$ cat config.mk
export PLATFORM = sky130hd
export DESIGN_NAME = chol_result_collector_flat
export DESIGN_NICKNAME = d
export VERILOG_FILES = /design/src/rtl/chol_result_collector_if.sv /design/src/rtl/chol_result_collector.sv /design/src/flat_wrapper.sv
export SDC_FILE = /design/constraint.sdc
export NUM_CORES = 2
export LEC_CHECK = 0
export BUFFER_PORTS_ARGS = -buffer_cell sky130_fd_sc_hd__buf_2
export CORE_ASPECT_RATIO = 1.1
export CORE_UTILIZATION = 50
export DETAILED_ROUTE_END_ITERATION = 10
export GPL_ROUTABILITY_DRIVEN = 0
export HOLD_SLACK_MARGIN = 0.12
export PLACE_DENSITY = 0.75
export SLEW_MARGIN = 20
export SYNTH_ARGS = -nofsm -noshare
export SYNTH_HDL_FRONTEND = slang
export SYNTH_SLANG_ARGS = --single-unit
$ cat constraint.sdc
create_clock -name clock -period 7.3 [get_ports clock]
set_input_delay 0.365 -clock clock [delete_from_list [all_inputs] [get_ports clock]]
set_output_delay 0.365 -clock clock [all_outputs]
set_load 0.05 [all_outputs]
$ cat src/rtl/chol_result_collector_if.sv
`default_nettype none
// ============================================================================
// Module   : chol_result_collector_if
// Brief    : Handshake/bus bundle between the Cholesky factor producer, the
//            result collector and its downstream reader.
// Revision : 1.0 - initial release
// ============================================================================
interface chol_result_collector_if #(
    parameter int DATA_W = 32,
    parameter int ADDR_W = 7
);
    logic              start;
    logic [3:0]        matrix_size;
    logic              in_valid;
    logic [DATA_W-1:0] diag_in;
    logic [DATA_W-1:0] lower_in;
    logic              rd_en;
    logic [ADDR_W-1:0] rd_addr;
    logic [DATA_W-1:0] rd_data;
    logic              rd_valid;
    logic              busy;
    logic              done;
    logic [ADDR_W-1:0] beat_count;
    logic              err;

    // Producer / reader side
    modport master (
        output start, matrix_size, in_valid, diag_in, lower_in, rd_en, rd_addr,
        input  rd_data, rd_valid, busy, done, beat_count, err
    );

    // Collector side
    modport slave (
        input  start, matrix_size, in_valid, diag_in, lower_in, rd_en, rd_addr,
        output rd_data, rd_valid, busy, done, beat_count, err
    );
endinterface
`default_nettype wire

$ cat src/rtl/chol_result_collector.sv
`default_nettype none
// ============================================================================
// Module   : chol_result_collector
// Brief    : Captures a streamed lower-triangular Cholesky factor into a
//            packed column-major buffer and serves it through a registered
//            read port. Flags protocol misuse with a sticky error.
// Revision : 1.0 - initial release
// ============================================================================
module chol_result_collector #(
    parameter int DATA_W = 32,
    parameter int MAX_N  = 12,
    parameter int ADDR_W = 7
) (
    input  wire logic               clock,
    input  wire logic               reset,
    chol_result_collector_if.slave  bus
);

    localparam logic [3:0] c_MAX_N = 4'(MAX_N);
    localparam int         c_DEPTH = 2 ** ADDR_W;

    typedef enum logic [1:0] {
        ST_IDLE    = 2'd0,
        ST_COLLECT = 2'd1,
        ST_DONE    = 2'd2
    } state_t;

    state_t            r_state;
    logic [3:0]        r_n;
    logic [3:0]        r_col;
    logic [3:0]        r_k;
    logic [ADDR_W-1:0] r_wr_ptr;
    logic [ADDR_W-1:0] r_beat_count;
    logic              r_busy;
    logic              r_done;
    logic              r_err;
    logic [DATA_W-1:0] r_rd_data;
    logic              r_rd_valid;
    logic [DATA_W-1:0] r_mem [c_DEPTH];

    logic              w_size_ok;
    logic              w_col_end;
    logic              w_final;
    logic              w_wr_en;
    logic [DATA_W-1:0] w_wr_data;

    // Start is legal only for 1..MAX_N; column j holds N-j beats, the
    // last column (j=N-1) holds just its diagonal element.
    assign w_size_ok = (bus.matrix_size != 4'd0) && (bus.matrix_size <= c_MAX_N);
    assign w_col_end = (r_k == (r_n - 4'd1 - r_col));
    assign w_final   = w_col_end && (r_col == (r_n - 4'd1));
    assign w_wr_en   = (r_state == ST_COLLECT) && bus.in_valid;
    assign w_wr_data = (r_k == 4'd0) ? bus.diag_in : bus.lower_in;

    // Control FSM: arming, beat bookkeeping, completion pulse and sticky error.
    always_ff @(posedge clock or negedge reset) begin
        if (!reset) begin
            r_state      <= ST_IDLE;
            r_n          <= 4'd0;
            r_col        <= 4'd0;
            r_k          <= 4'd0;
            r_wr_ptr     <= '0;
            r_beat_count <= '0;
            r_busy       <= 1'b0;
            r_done       <= 1'b0;
            r_err        <= 1'b0;
        end else begin
            r_done <= 1'b0;
            case (r_state)
                ST_IDLE, ST_DONE: begin
                    if (bus.start) begin
                        if (w_size_ok) begin
                            r_state      <= ST_COLLECT;
                            r_n          <= bus.matrix_size;
                            r_col        <= 4'd0;
                            r_k          <= 4'd0;
                            r_wr_ptr     <= '0;
                            r_beat_count <= '0;
                            r_err        <= 1'b0;
                            r_busy       <= 1'b1;
                        end else begin
                            r_err <= 1'b1;
                        end
                    end else if (bus.in_valid) begin
                        // Beat outside a collection window is dropped.
                        r_err <= 1'b1;
                    end
                end
                ST_COLLECT: begin
                    if (bus.start) begin
                        r_err <= 1'b1;
                    end
                    if (bus.in_valid) begin
                        r_wr_ptr     <= r_wr_ptr + 1'b1;
                        r_beat_count <= r_beat_count + 1'b1;
                        if (w_col_end) begin
                            r_k   <= 4'd0;
                            r_col <= r_col + 4'd1;
                        end else begin
                            r_k <= r_k + 4'd1;
                        end
                        if (w_final) begin
                            r_state <= ST_DONE;
                            r_busy  <= 1'b0;
                            r_done  <= 1'b1;
                        end
                    end
                end
                default: begin
                    r_state <= ST_IDLE;
                    r_busy  <= 1'b0;
                end
            endcase
        end
    end

    // Buffer write port; contents intentionally survive reset.
    always_ff @(posedge clock) begin
        if (w_wr_en) begin
            r_mem[r_wr_ptr] <= w_wr_data;
        end
    end

    // Registered read port; addresses not yet written in this run read as 0,
    // which also hides stale data after a reset.
    always_ff @(posedge clock or negedge reset) begin
        if (!reset) begin
            r_rd_data  <= '0;
            r_rd_valid <= 1'b0;
        end else if (bus.rd_en && (r_state != ST_COLLECT)) begin
            r_rd_valid <= 1'b1;
            r_rd_data  <= (bus.rd_addr < r_beat_count) ? r_mem[bus.rd_addr] : '0;
        end else begin
            r_rd_valid <= 1'b0;
            r_rd_data  <= '0;
        end
    end

    assign bus.rd_data    = r_rd_data;
    assign bus.rd_valid   = r_rd_valid;
    assign bus.busy       = r_busy;
    assign bus.done       = r_done;
    assign bus.beat_count = r_beat_count;
    assign bus.err        = r_err;

endmodule
`default_nettype wire

$ cat src/flat_wrapper.sv
// flat-port wrapper written by rule: the top's interface ports become plain ports
module chol_result_collector_flat 
#(
    parameter int DATA_W = 32,
    parameter int MAX_N  = 12,
    parameter int ADDR_W = 7
)
  (clock, reset, bus_start, bus_matrix_size, bus_in_valid, bus_diag_in, bus_lower_in, bus_rd_en, bus_rd_addr, bus_rd_data, bus_rd_valid, bus_busy, bus_done, bus_beat_count, bus_err);
  chol_result_collector_if #(.DATA_W(DATA_W), .ADDR_W(ADDR_W)) bus_i ();
  input  wire logic clock;
  input  wire logic reset;
  input wire logic [$bits(bus_i.start)-1:0] bus_start;
  input wire logic [$bits(bus_i.matrix_size)-1:0] bus_matrix_size;
  input wire logic [$bits(bus_i.in_valid)-1:0] bus_in_valid;
  input wire logic [$bits(bus_i.diag_in)-1:0] bus_diag_in;
  input wire logic [$bits(bus_i.lower_in)-1:0] bus_lower_in;
  input wire logic [$bits(bus_i.rd_en)-1:0] bus_rd_en;
  input wire logic [$bits(bus_i.rd_addr)-1:0] bus_rd_addr;
  output wire logic [$bits(bus_i.rd_data)-1:0] bus_rd_data;
  output wire logic [$bits(bus_i.rd_valid)-1:0] bus_rd_valid;
  output wire logic [$bits(bus_i.busy)-1:0] bus_busy;
  output wire logic [$bits(bus_i.done)-1:0] bus_done;
  output wire logic [$bits(bus_i.beat_count)-1:0] bus_beat_count;
  output wire logic [$bits(bus_i.err)-1:0] bus_err;
  assign bus_i.start = bus_start;
  assign bus_i.matrix_size = bus_matrix_size;
  assign bus_i.in_valid = bus_in_valid;
  assign bus_i.diag_in = bus_diag_in;
  assign bus_i.lower_in = bus_lower_in;
  assign bus_i.rd_en = bus_rd_en;
  assign bus_i.rd_addr = bus_rd_addr;
  assign bus_rd_data = bus_i.rd_data;
  assign bus_rd_valid = bus_i.rd_valid;
  assign bus_busy = bus_i.busy;
  assign bus_done = bus_i.done;
  assign bus_beat_count = bus_i.beat_count;
  assign bus_err = bus_i.err;
  chol_result_collector #(.DATA_W(DATA_W), .MAX_N(MAX_N), .ADDR_W(ADDR_W)) u_core (.clock(clock), .reset(reset), .bus(bus_i));
endmodule
==> run summary <==
WHS - 202 ps
Share of cells above drive strength 1 - 0.286
I/O pin cnt - 123
Port bufs - 122
Most common cell on crit path - buf_4
Commonest cells after routing, fill and taps aside - edfxtp_1 (4,096), mux4_2 (1,016), mux2i_1 (440)
DRC - 0
Critical Path, Cell by Cell - buf_8, buf_12, buf_4, mux4_2, mux2i_1, o22ai_1, nor4_1, buf_4, a21oi_1
RSZ-0062 raised after global routing - false
Clock transition at path regs - 60 ps
Most common cell after layout, fill and taps aside - edfxtp_1
Count of final max-slew check failures - 0
HP Class - in -> reg
Inst Count DP - 11,100
PD cells - 310 nW/um^2
Starting Density - 0.504
Area delta synth->final - 12.8%
Rows - 216
Async set-reset flop share out of synthesis - 0.0154
# Max-Cap Violations - 0
Seq/Total Area, Yosys - 0.783
Synth top area share - 0.773
Initial DRC Count - 13,200
First-pass GRT wire length - 598,000 um
DRT Pass-1 Iters - 8
CTS Buf Count - 374
Critical path startpoint category - input port
Max transition margin - 0.132
Sink Count - 4,160
Core ar. - 316,000 um^2
Die Wd - 540 um
Worst EP arrival - 4460 ps
Synth cell types - 53
Most used DFF post-synth - edfxtp_1
Hold_sp - bus_lower_in[6]
Post-synth EDFFs - 4,096
Crit path largest cell delay - 990 ps
Cells after Synth - 6,907
Delay-heaviest family, CP - buffers and inverters
Reg2reg setup slack - 3610 ps
Number of synthesis warnings - 0
Top cells by area, synth - edfxtp_1 (77%), mux4_2 (14%), mux2i_1 (2.8%)
Setup CP Type - in -> reg
Final period utilization - 0.505
TritonCTS clock tree - built
Synthesized Nets - 7,003
Crit path required time - 8070 ps
Worst skew pair latency - 950 ps
Largest net degree at the start of global routing - 122
Crit. End Element - register
Worst r2r src - u_core.r_k[0]
Post-route ant nets - 0
Initial antenna violation count - 34
Tmin final - 3690 ps
Setup bufs post-CTS - 0
Post-DP HPWL - 243,000 um
Mapped Area - 159,000 um^2
Drt wl/cell - 36.5 um
DRT Wirelength - 432,000 um
Clock Skew - 81.1 ps
Die area - 320,000 um^2
Leak - 0.0568 uW
Vias in the first global route - 78,800
Peak VDD IR - 0.410 mV
Post-synth top area cell - edfxtp_1
Crit path from - bus_rd_addr[1]
Place WS - 2810 ps
Total number of vias - 79,400
Total grt overflow - 0
Fin nets - 7,459
Max Buffers Root-to-Sink - 4
Gr usage total - 0.267
CTS Root Cell - clkbuf_16
Critical Path Fanout Max - 67
FMAX - 0.271 GHz
Endpoints failing setup - 0
Critical path's slowest cell - nor4_1
Setup WS post-layout - 3610 ps
Vias/cell - 6.72
WP buf/inv - 4
Final hold vios - 0
Max H-tree Level - 5
Status - completed
FF+latch count, synth - 4,160
Worst-Margin Slew - 1290 ps
Syn avg cell area - 23.0 um^2
Die H - 594 um
Setup TNS Final - 0 ps
Fin cells - 11,800
through the flow:
step	total power (uW)	util	instance area [um^2]
global placement	36100	0.528	167000
finish	55700	0.569	179000
global route	56800	0.569	179000
detailed placement	36400	0.529	167000
floorplan	33200	-	159000
CTS	55600	0.568	179000
power breakdown:
group          switching (uW)  leakage, uW  internal, uW
sequential                171       0.0377         29300
combinational            5340       0.0132          1420
clock                    8530      0.00585         11000
total                   14000       0.0568         41700
flip-flops by register name, indices dropped and copies added, names as in the netlist:
name,count
u_core.bus.err,1
u_core.bus.rd_valid,1
u_core.r_mem,4096
u_core.bus.done,1
u_core.r_n,4
u_core.bus.rd_data,32
u_core.r_state,2
u_core.r_wr_ptr,7
u_core.r_col,4
u_core.r_k,4
u_core.bus.beat_count,7
u_core.bus.busy,1
Yosys cell counts, drive strengths merged, types with 2 or more instances:
library cell and instances:
dfrtp 64, a21o 4, nor2b 28, a221oi 2, and3 2, or3b 2
a32oi 7, and2 9, nor4 53, xor2 7, a2111oi 2, o31a 6
a21oi 41, o22ai 195, or4 2, or3 7, nand4b 2, xnor2 11
nand3b 4, o21ai 24, ha 15, edfxtp 4096, o32ai 2, a22oi 54
nand2b 7, o211a 2, a31oi 4, a211o 6, mux2i 443, o31ai 3
nand3 56, clkbuf 181, nor2 162, a22o 9, nand4 9, a211oi 25
mux4 1016, inv 27, nand2 74, mux2 34, buf 196, nor3 7
cell families (layout without fill, tap and decap cells):
family | after synthesis | count (layout) | synth area share
flip-flops | 4160 | 4160 | 0.783
XOR/XNOR | 19 | 19 | 0.00113
other | 0 | 15 | 0
AO/OA/AOI/OAI | 389 | 389 | 0.0161
buffers and inverters | 404 | 1153 | 0.0117
multiplexers | 1493 | 1493 | 0.174
adder cells (fa/ha/maj) | 16 | 16 | 0.00131
AND/OR/NAND/NOR | 426 | 426 | 0.0127
routing by layer:
layer / track usage / vias to the layer above / routed length (um)
met4: 0.143 / 20 / 26300
met3: 0.0660 / 1104 / 53400
met1: 0.341 / 41700 / 144000
met2: 0.425 / 6191 / 208000
li1: - / 30400 / -
met5: 0 / - / 134
timing repair:
| action | CTS | global route |
|---|---|---|
| hold buffers | 30 | 0 |
| resized for setup | 0 | 0 |
| endpoints found under the hold margin | 249 | 0 |
area by class of cell:
cell class / instances / area, um^2
tap: 4142 / 5180
inverter: 27 / 101
clock buffer: 468 / 10100
multi-input combinational: 2343 / 34000
sequential: 4160 / 125000
antenna: 15 / 37.5
clock inverter: 201 / 1930
timing repair buffer: 457 / 3610
fill: 21600 / 136000
worst register-to-register path, stage by stage (launching register included):
cell,delay (ps)
dfrtp_1,440
inv_1,80
ha_1,130
nor3b_2,180
buf_4,510
mux2_4,890
buf_4,1010
final timing paths:
kind | to | cells past startpoint
min | u_core.r_mem[82][6] | 2
max in group asynchronous | u_core.bus.rd_data[11] | 4
max reg2reg | u_core.r_mem[26][1] | 6
min in group asynchronous | u_core.bus.rd_valid | 4
max | u_core.bus.rd_data[18] | 9
min reg2reg | u_core.bus.err | 2
Power figures use the tool's default switching activity.
